File: config.mk
export PLATFORM = sky130hd
export DESIGN_NAME = mmu_walk_arbiter
export DESIGN_NICKNAME = d
export VERILOG_FILES = /design/src/rtl/mmu_walk_arbiter.sv
export SDC_FILE = /design/constraint.sdc
export NUM_CORES = 1
export LEC_CHECK = 0
export ABC_CLOCK_PERIOD_IN_PS = 15850
export BUFFER_PORTS_ARGS = -buffer_cell sky130_fd_sc_hd__buf_2
export CAP_MARGIN = 20
export CORE_MARGIN = 2
export CORE_UTILIZATION = 53
export DETAILED_ROUTE_END_ITERATION = 16
export PLACE_DENSITY = 0.85
export SYNTH_ARGS = -nofsm -noshare
export SYNTH_HDL_FRONTEND = slang
export SYNTH_SLANG_ARGS = --single-unit
File: constraint.sdc
create_clock -name clk -period 15.85 [get_ports clk]
set_input_delay 1.585 -clock clk [delete_from_list [all_inputs] [get_ports clk]]
set_output_delay 1.585 -clock clk [all_outputs]
set_load 0.02 [all_outputs]
File: src/rtl/mmu_walk_arbiter.sv
// ============================================================================
// Module      : mmu_walk_arbiter
// Description : Arbitrates fetch and data translation requests onto a single
//               SV32 table-walker port and sequences TLB flushes.
// Revision    : 1.0 - initial release
// ============================================================================
`default_nettype none

module mmu_walk_arbiter #(
    parameter int ROUND_ROBIN = 1
) (
    input  logic        clk,
    input  logic        rst,
    input  logic        if_valid,
    output logic        if_ready,
    input  logic [31:0] if_address,
    output logic [31:0] if_pte,
    input  logic        d_valid,
    output logic        d_ready,
    input  logic [31:0] d_address,
    output logic [31:0] d_pte,
    input  logic        flush_req,
    output logic        flush_done,
    output logic        walk_valid,
    input  logic        walk_ready,
    output logic [31:0] walk_address,
    output logic        walk_is_instruction,
    input  logic [31:0] walk_pte,
    output logic        walk_tlb_flush,
    output logic [31:0] walk_count_if,
    output logic [31:0] walk_count_d
);

    typedef enum logic [1:0] {
        ST_IDLE  = 2'd0,
        ST_WALK  = 2'd1,
        ST_RESP  = 2'd2,
        ST_FLUSH = 2'd3
    } state_t;

    state_t      state_q, state_d;
    logic        gnt_if_q, gnt_if_d;
    logic        last_d_q, last_d_d;
    logic        keep_q, keep_d;
    logic [31:0] addr_q, addr_d;
    logic [31:0] if_pte_q, if_pte_d;
    logic [31:0] d_pte_q, d_pte_d;
    logic [31:0] cnt_if_q, cnt_if_d;
    logic [31:0] cnt_d_q, cnt_d_d;
    logic        flush_pend_q, flush_pend_d;
    logic        flush_prev_q;
    logic        flush_done_q;
    logic        block_if_q;
    logic        block_d_q;

    logic        w_flush_rise;
    logic        w_flush_pend;
    logic        w_req_if;
    logic        w_req_d;
    logic        w_pick_if;
    logic        w_gnt_valid;
    logic        w_keep_live;

    // A requester that was just answered still shows valid for one cycle;
    // masking it keeps it from being granted a second, spurious walk.
    assign w_flush_rise = flush_req & ~flush_prev_q;
    assign w_flush_pend = flush_pend_q | w_flush_rise;
    assign w_req_if     = if_valid & ~block_if_q;
    assign w_req_d      = d_valid & ~block_d_q;
    assign w_pick_if    = w_req_if & (~w_req_d | ((ROUND_ROBIN != 0) & last_d_q));
    assign w_gnt_valid  = gnt_if_q ? if_valid : d_valid;
    assign w_keep_live  = keep_q & w_gnt_valid;

    always_comb begin
        state_d      = state_q;
        gnt_if_d     = gnt_if_q;
        last_d_d     = last_d_q;
        keep_d       = keep_q;
        addr_d       = addr_q;
        if_pte_d     = if_pte_q;
        d_pte_d      = d_pte_q;
        cnt_if_d     = cnt_if_q;
        cnt_d_d      = cnt_d_q;
        flush_pend_d = w_flush_pend;
        case (state_q)
            ST_IDLE: begin
                if (w_flush_pend) begin
                    state_d      = ST_FLUSH;
                    flush_pend_d = 1'b0;
                end else if (w_req_if || w_req_d) begin
                    state_d  = ST_WALK;
                    gnt_if_d = w_pick_if;
                    addr_d   = w_pick_if ? if_address : d_address;
                    keep_d   = 1'b1;
                end
            end
            ST_WALK: begin
                // Once the requester lets go, the walk still drains but its result is dropped.
                keep_d = w_keep_live;
                if (walk_ready) begin
                    state_d = ST_RESP;
                    if (w_keep_live) begin
                        if (gnt_if_q) begin
                            if_pte_d = walk_pte;
                            cnt_if_d = cnt_if_q + 32'd1;
                        end else begin
                            d_pte_d = walk_pte;
                            cnt_d_d = cnt_d_q + 32'd1;
                        end
                    end
                end
            end
            ST_RESP: begin
                state_d  = ST_IDLE;
                last_d_d = ~gnt_if_q;
            end
            ST_FLUSH: begin
                state_d = ST_IDLE;
            end
            default: begin
                state_d = ST_IDLE;
            end
        endcase
    end

    always_ff @(posedge clk or posedge rst) begin
        if (rst) begin
            state_q      <= ST_IDLE;
            gnt_if_q     <= 1'b0;
            last_d_q     <= 1'b1;
            keep_q       <= 1'b0;
            addr_q       <= 32'd0;
            if_pte_q     <= 32'd0;
            d_pte_q      <= 32'd0;
            cnt_if_q     <= 32'd0;
            cnt_d_q      <= 32'd0;
            flush_pend_q <= 1'b0;
            flush_prev_q <= 1'b0;
            flush_done_q <= 1'b0;
            block_if_q   <= 1'b0;
            block_d_q    <= 1'b0;
        end else begin
            state_q      <= state_d;
            gnt_if_q     <= gnt_if_d;
            last_d_q     <= last_d_d;
            keep_q       <= keep_d;
            addr_q       <= addr_d;
            if_pte_q     <= if_pte_d;
            d_pte_q      <= d_pte_d;
            cnt_if_q     <= cnt_if_d;
            cnt_d_q      <= cnt_d_d;
            flush_pend_q <= flush_pend_d;
            flush_prev_q <= flush_req;
            flush_done_q <= (state_q == ST_FLUSH);
            block_if_q   <= if_ready;
            block_d_q    <= d_ready;
        end
    end

    assign walk_valid          = (state_q == ST_WALK);
    assign walk_tlb_flush      = (state_q == ST_FLUSH);
    assign walk_address        = addr_q;
    assign walk_is_instruction = walk_valid & gnt_if_q;
    assign if_ready            = (state_q == ST_RESP) & keep_q & gnt_if_q;
    assign d_ready             = (state_q == ST_RESP) & keep_q & ~gnt_if_q;
    assign if_pte              = if_pte_q;
    assign d_pte               = d_pte_q;
    assign walk_count_if       = cnt_if_q;
    assign walk_count_d        = cnt_d_q;
    assign flush_done          = flush_done_q;

endmodule

`default_nettype wire

==> summary.md <==
| Metric | Value |
|---|---|
| Synth top cells by count | dfrtp_1 (169), mux2_2 (68), xnor2_1 (52) |
| Arrival time at the worst endpoint | 1.65 ns |
| Post-synthesis cell area | 7300 µm² |
| Clk pwr share | 25.3% |
| Die extent in y | 121 µm |
| Final #Nets | 948 |
| R2R depth | 3 |
| Final setup violation count | 0 |
| Die ar. | 14700 µm² |
| Clk_skew | 0.00604 ns |
| Reg2reg end | d_pte[14] |
| Vias in the first global route | 5427 |
| Layout cells sized above 1 | 44.6% |
| Sw Ratio | 35.9% |
| R2r startpoint | state_q[0] |
| Logic gate share of total power | 34.4% |
| Core Util, Final | 70.0% |
| First-pass GRT wire length | 27100 µm |
| Pin count of the biggest net entering global routing | 98 |
| CTS tree | yes |
| Clock latency on the worst-skew pair | 0.43 ns |
| # DRC | 0 |
| CTS Sinks | 170 |
| Outcome | complete, no violations |
| Mapped Nets | 683 |
| Design Power | 1.61 mW |
| Via-per-instance ratio | 5.28 |
| YS warnings | 0 |
| Hold path startpoint | walk_count_if[31] |
| Largest cells by area after synthesis | dfrtp_1 (58%), mux2_2 (10%), xnor2_1 (6.2%) |
| Crit start category | flop |
| Reg power frac | 40.3% |
| Via count | 5445 |
| Post-synth EDFFs | 0 |
| Slew headroom | 27.5% |
| Filler instances | 980 |
| Sequential area share after synthesis | 58.3% |
| Worst slew pin tran | 1.09 ns |
| R2R setup slack | 13.51 ns |
| Core area | 13300 µm² |
| Crit-path max FO | 10 |
| Post-Place Cells | 998 |
| I/O pin cnt | 268 |
| Clock transition at the registers of the reported paths | 0.06 ns |
| Netlist cell types | 39 |
| Post-CTS setup buffer count | 0 |
| Hold Path End | walk_count_if[31] |
| DRT iter0 DRCs | 335 |
| Post-CTS resize count | 0 |
| Final Hold Viols | 0 |
| Remaining antenna violation count | 0 |
| Initial Utilization | 54.7% |
| Hold Crit Class | reg -> reg |
| Final wirelength | 16700 µm |
| Max Cap Viol | 0 |
| Cell internal pwr | 1.03 mW |
| Final std cells w/o fill | 1032 |
| CTS Hold Bufs | 0 |
| CTS Buf Count | 17 |
| Max H-tree Level | 4 |
| Top-count cell post-synth | dfrtp_1 |
| WL/cell | 16.2 µm |
| Ant. Diodes | 0 |
| Drt first pass iters | 4 |
| Port bufs | 267 |
| RSZ-0062 raised after global routing | no |
| Row cnt | 42 |
| Pins Over Slew Limit | 0 |
| Mapped Cells | 579 |
| Setup Crit Path Kind | reg -> out |
| Syn Area/Cell | 12.6 µm² |
| FF+latch count, synth | 170 |
| Async SR Flop Fraction | 100% |
| Root Driver | clkbuf_16 |
| Initial antenna violation count | 0 |
| Max clock buf depth | 2 |
| Peak Freq | 309 MHz |
| Final min period | 3.24 ns |
| P per Cell Area | 172 nW/µm² |
| Post-synth top flop | dfrtp_1 |
| Final HPWL DP | 11900 µm |
| Tcrit/Tclk final | 20.4% |
| Area Overhead vs Synth | 28.1% |
| Req. time, crit path | 14.27 ns |
| Setup_tns | 0 ns |
| Post-synth top area share | 57.9% |
| Area leader, netlist | dfrtp_1 |
| Global placer's final weighted congestion | 0.826 |
| Hold path depth | 1 |
| Pleak | 4.72 nW |
| CP Capture Type | primary output |
| Die width | 121 µm |
| VDD IR max | 120 µV |
| GRT Total Usage | 23.8% |
| Net Switching | 578 µW |
| Grt ovf | 0 |
## sequential cells by signal, indices dropped and copies added, names as in the netlist
signal         cells
gnt_if_q           1
flush_done         1
walk_count_d      32
d_pte             32
flush_prev_q       1
state_q            2
block_d_q          1
walk_count_if     32
last_d_q           1
block_if_q         1
if_pte            32
keep_q             1
walk_address      32
flush_pend_q       1
## worst max-delay path by stage
stage                    start               end  slack, ns  depth (start not counted)
detailed placement     d_valid  walk_count_d[31]      12.39                          5
floorplan                  rst         block_d_q       9.66                          1
global route        state_q[1]          if_ready      12.50                          4
finish              state_q[1]          if_ready      12.61                          4
global placement    walk_ready  walk_count_d[28]      12.45                          5
CTS                 state_q[1]          if_ready      12.59                          4
## layer usage
layer,track usage [%],part of all wire (%),up-vias
met2,39.1,51,183
met1,29.6,40,2660
met3,5.55,6.0,39
met5,0,0,-
li1,-,-,2563
met4,11.6,3.0,0
## final cells by class
type	instances	area (µm²)	share of cell area [%]
Tap cell	176	220	2.36
Multi-Input combinational cell	376	2850	30.5
Timing Repair Buffer	272	1410	15.0
Clock inverter	7	90.1	0.964
Clock buffer	24	492	5.26
Inverter	7	31.3	0.335
Sequential cell	170	4260	45.5
## per-stage QoR
step | setup WS [ns] | hold slack (ns) | instance area, µm²
CTS | 12.59 | 0.470 | 9290
global route | 12.50 | 0.479 | 9350
floorplan | 9.66 | 0.482 | 7300
detailed placement | 12.39 | 0.461 | 8710
global placement | 12.45 | 0.458 | 8710
finish | 12.61 | 0.467 | 9350
## power groups by stage
stage               clock [mW]  combinational, mW  sequential [mW]
finish                   0.407              0.555            0.650
detailed placement           0              0.558            0.652
CTS                      0.414              0.559            0.650
global placement             0              0.544            0.648
floorplan                    0              0.219            0.796
global route             0.431              0.597            0.667
## cells in the final DEF, fill, tap and decap left out, types with 4 or more instances in the layout
| cell type | instances |
|---|---|
| nor2_1 | 49 |
| mux2i_1 | 32 |
| nand3_1 | 29 |
| mux2_2 | 68 |
| inv_1 | 6 |
| xor2_1 | 10 |
| dfrtp_1 | 169 |
| and2_1 | 4 |
| nor3_1 | 4 |
| buf_2 | 267 |
| a21oi_1 | 33 |
| clkbuf_8 | 4 |
| xnor2_1 | 52 |
| nand4_1 | 29 |
| and3_1 | 15 |
| nand2_1 | 19 |
| clkbuf_16 | 17 |
## critical path: stages, from the launching register on
cell	delay, ns
dfrtp_1	0.50
inv_1	0.12
nor2_1	0.21
and3_1	0.22
buf_2	0.18
## cells by family after synthesis
kind of cell	after synthesis	share of synthesized area [%]
muxes	100	14.9
and+or+nand+nor	172	13.1
buffers and inverters	33	2.78
adders and majority gates	2	0.343
AOI/OAI and AO/OA	40	3.19
DFF	170	58.3
xor gates and xnor gates	62	7.44
No activity file was read; power rests on OpenSTA's default activity.
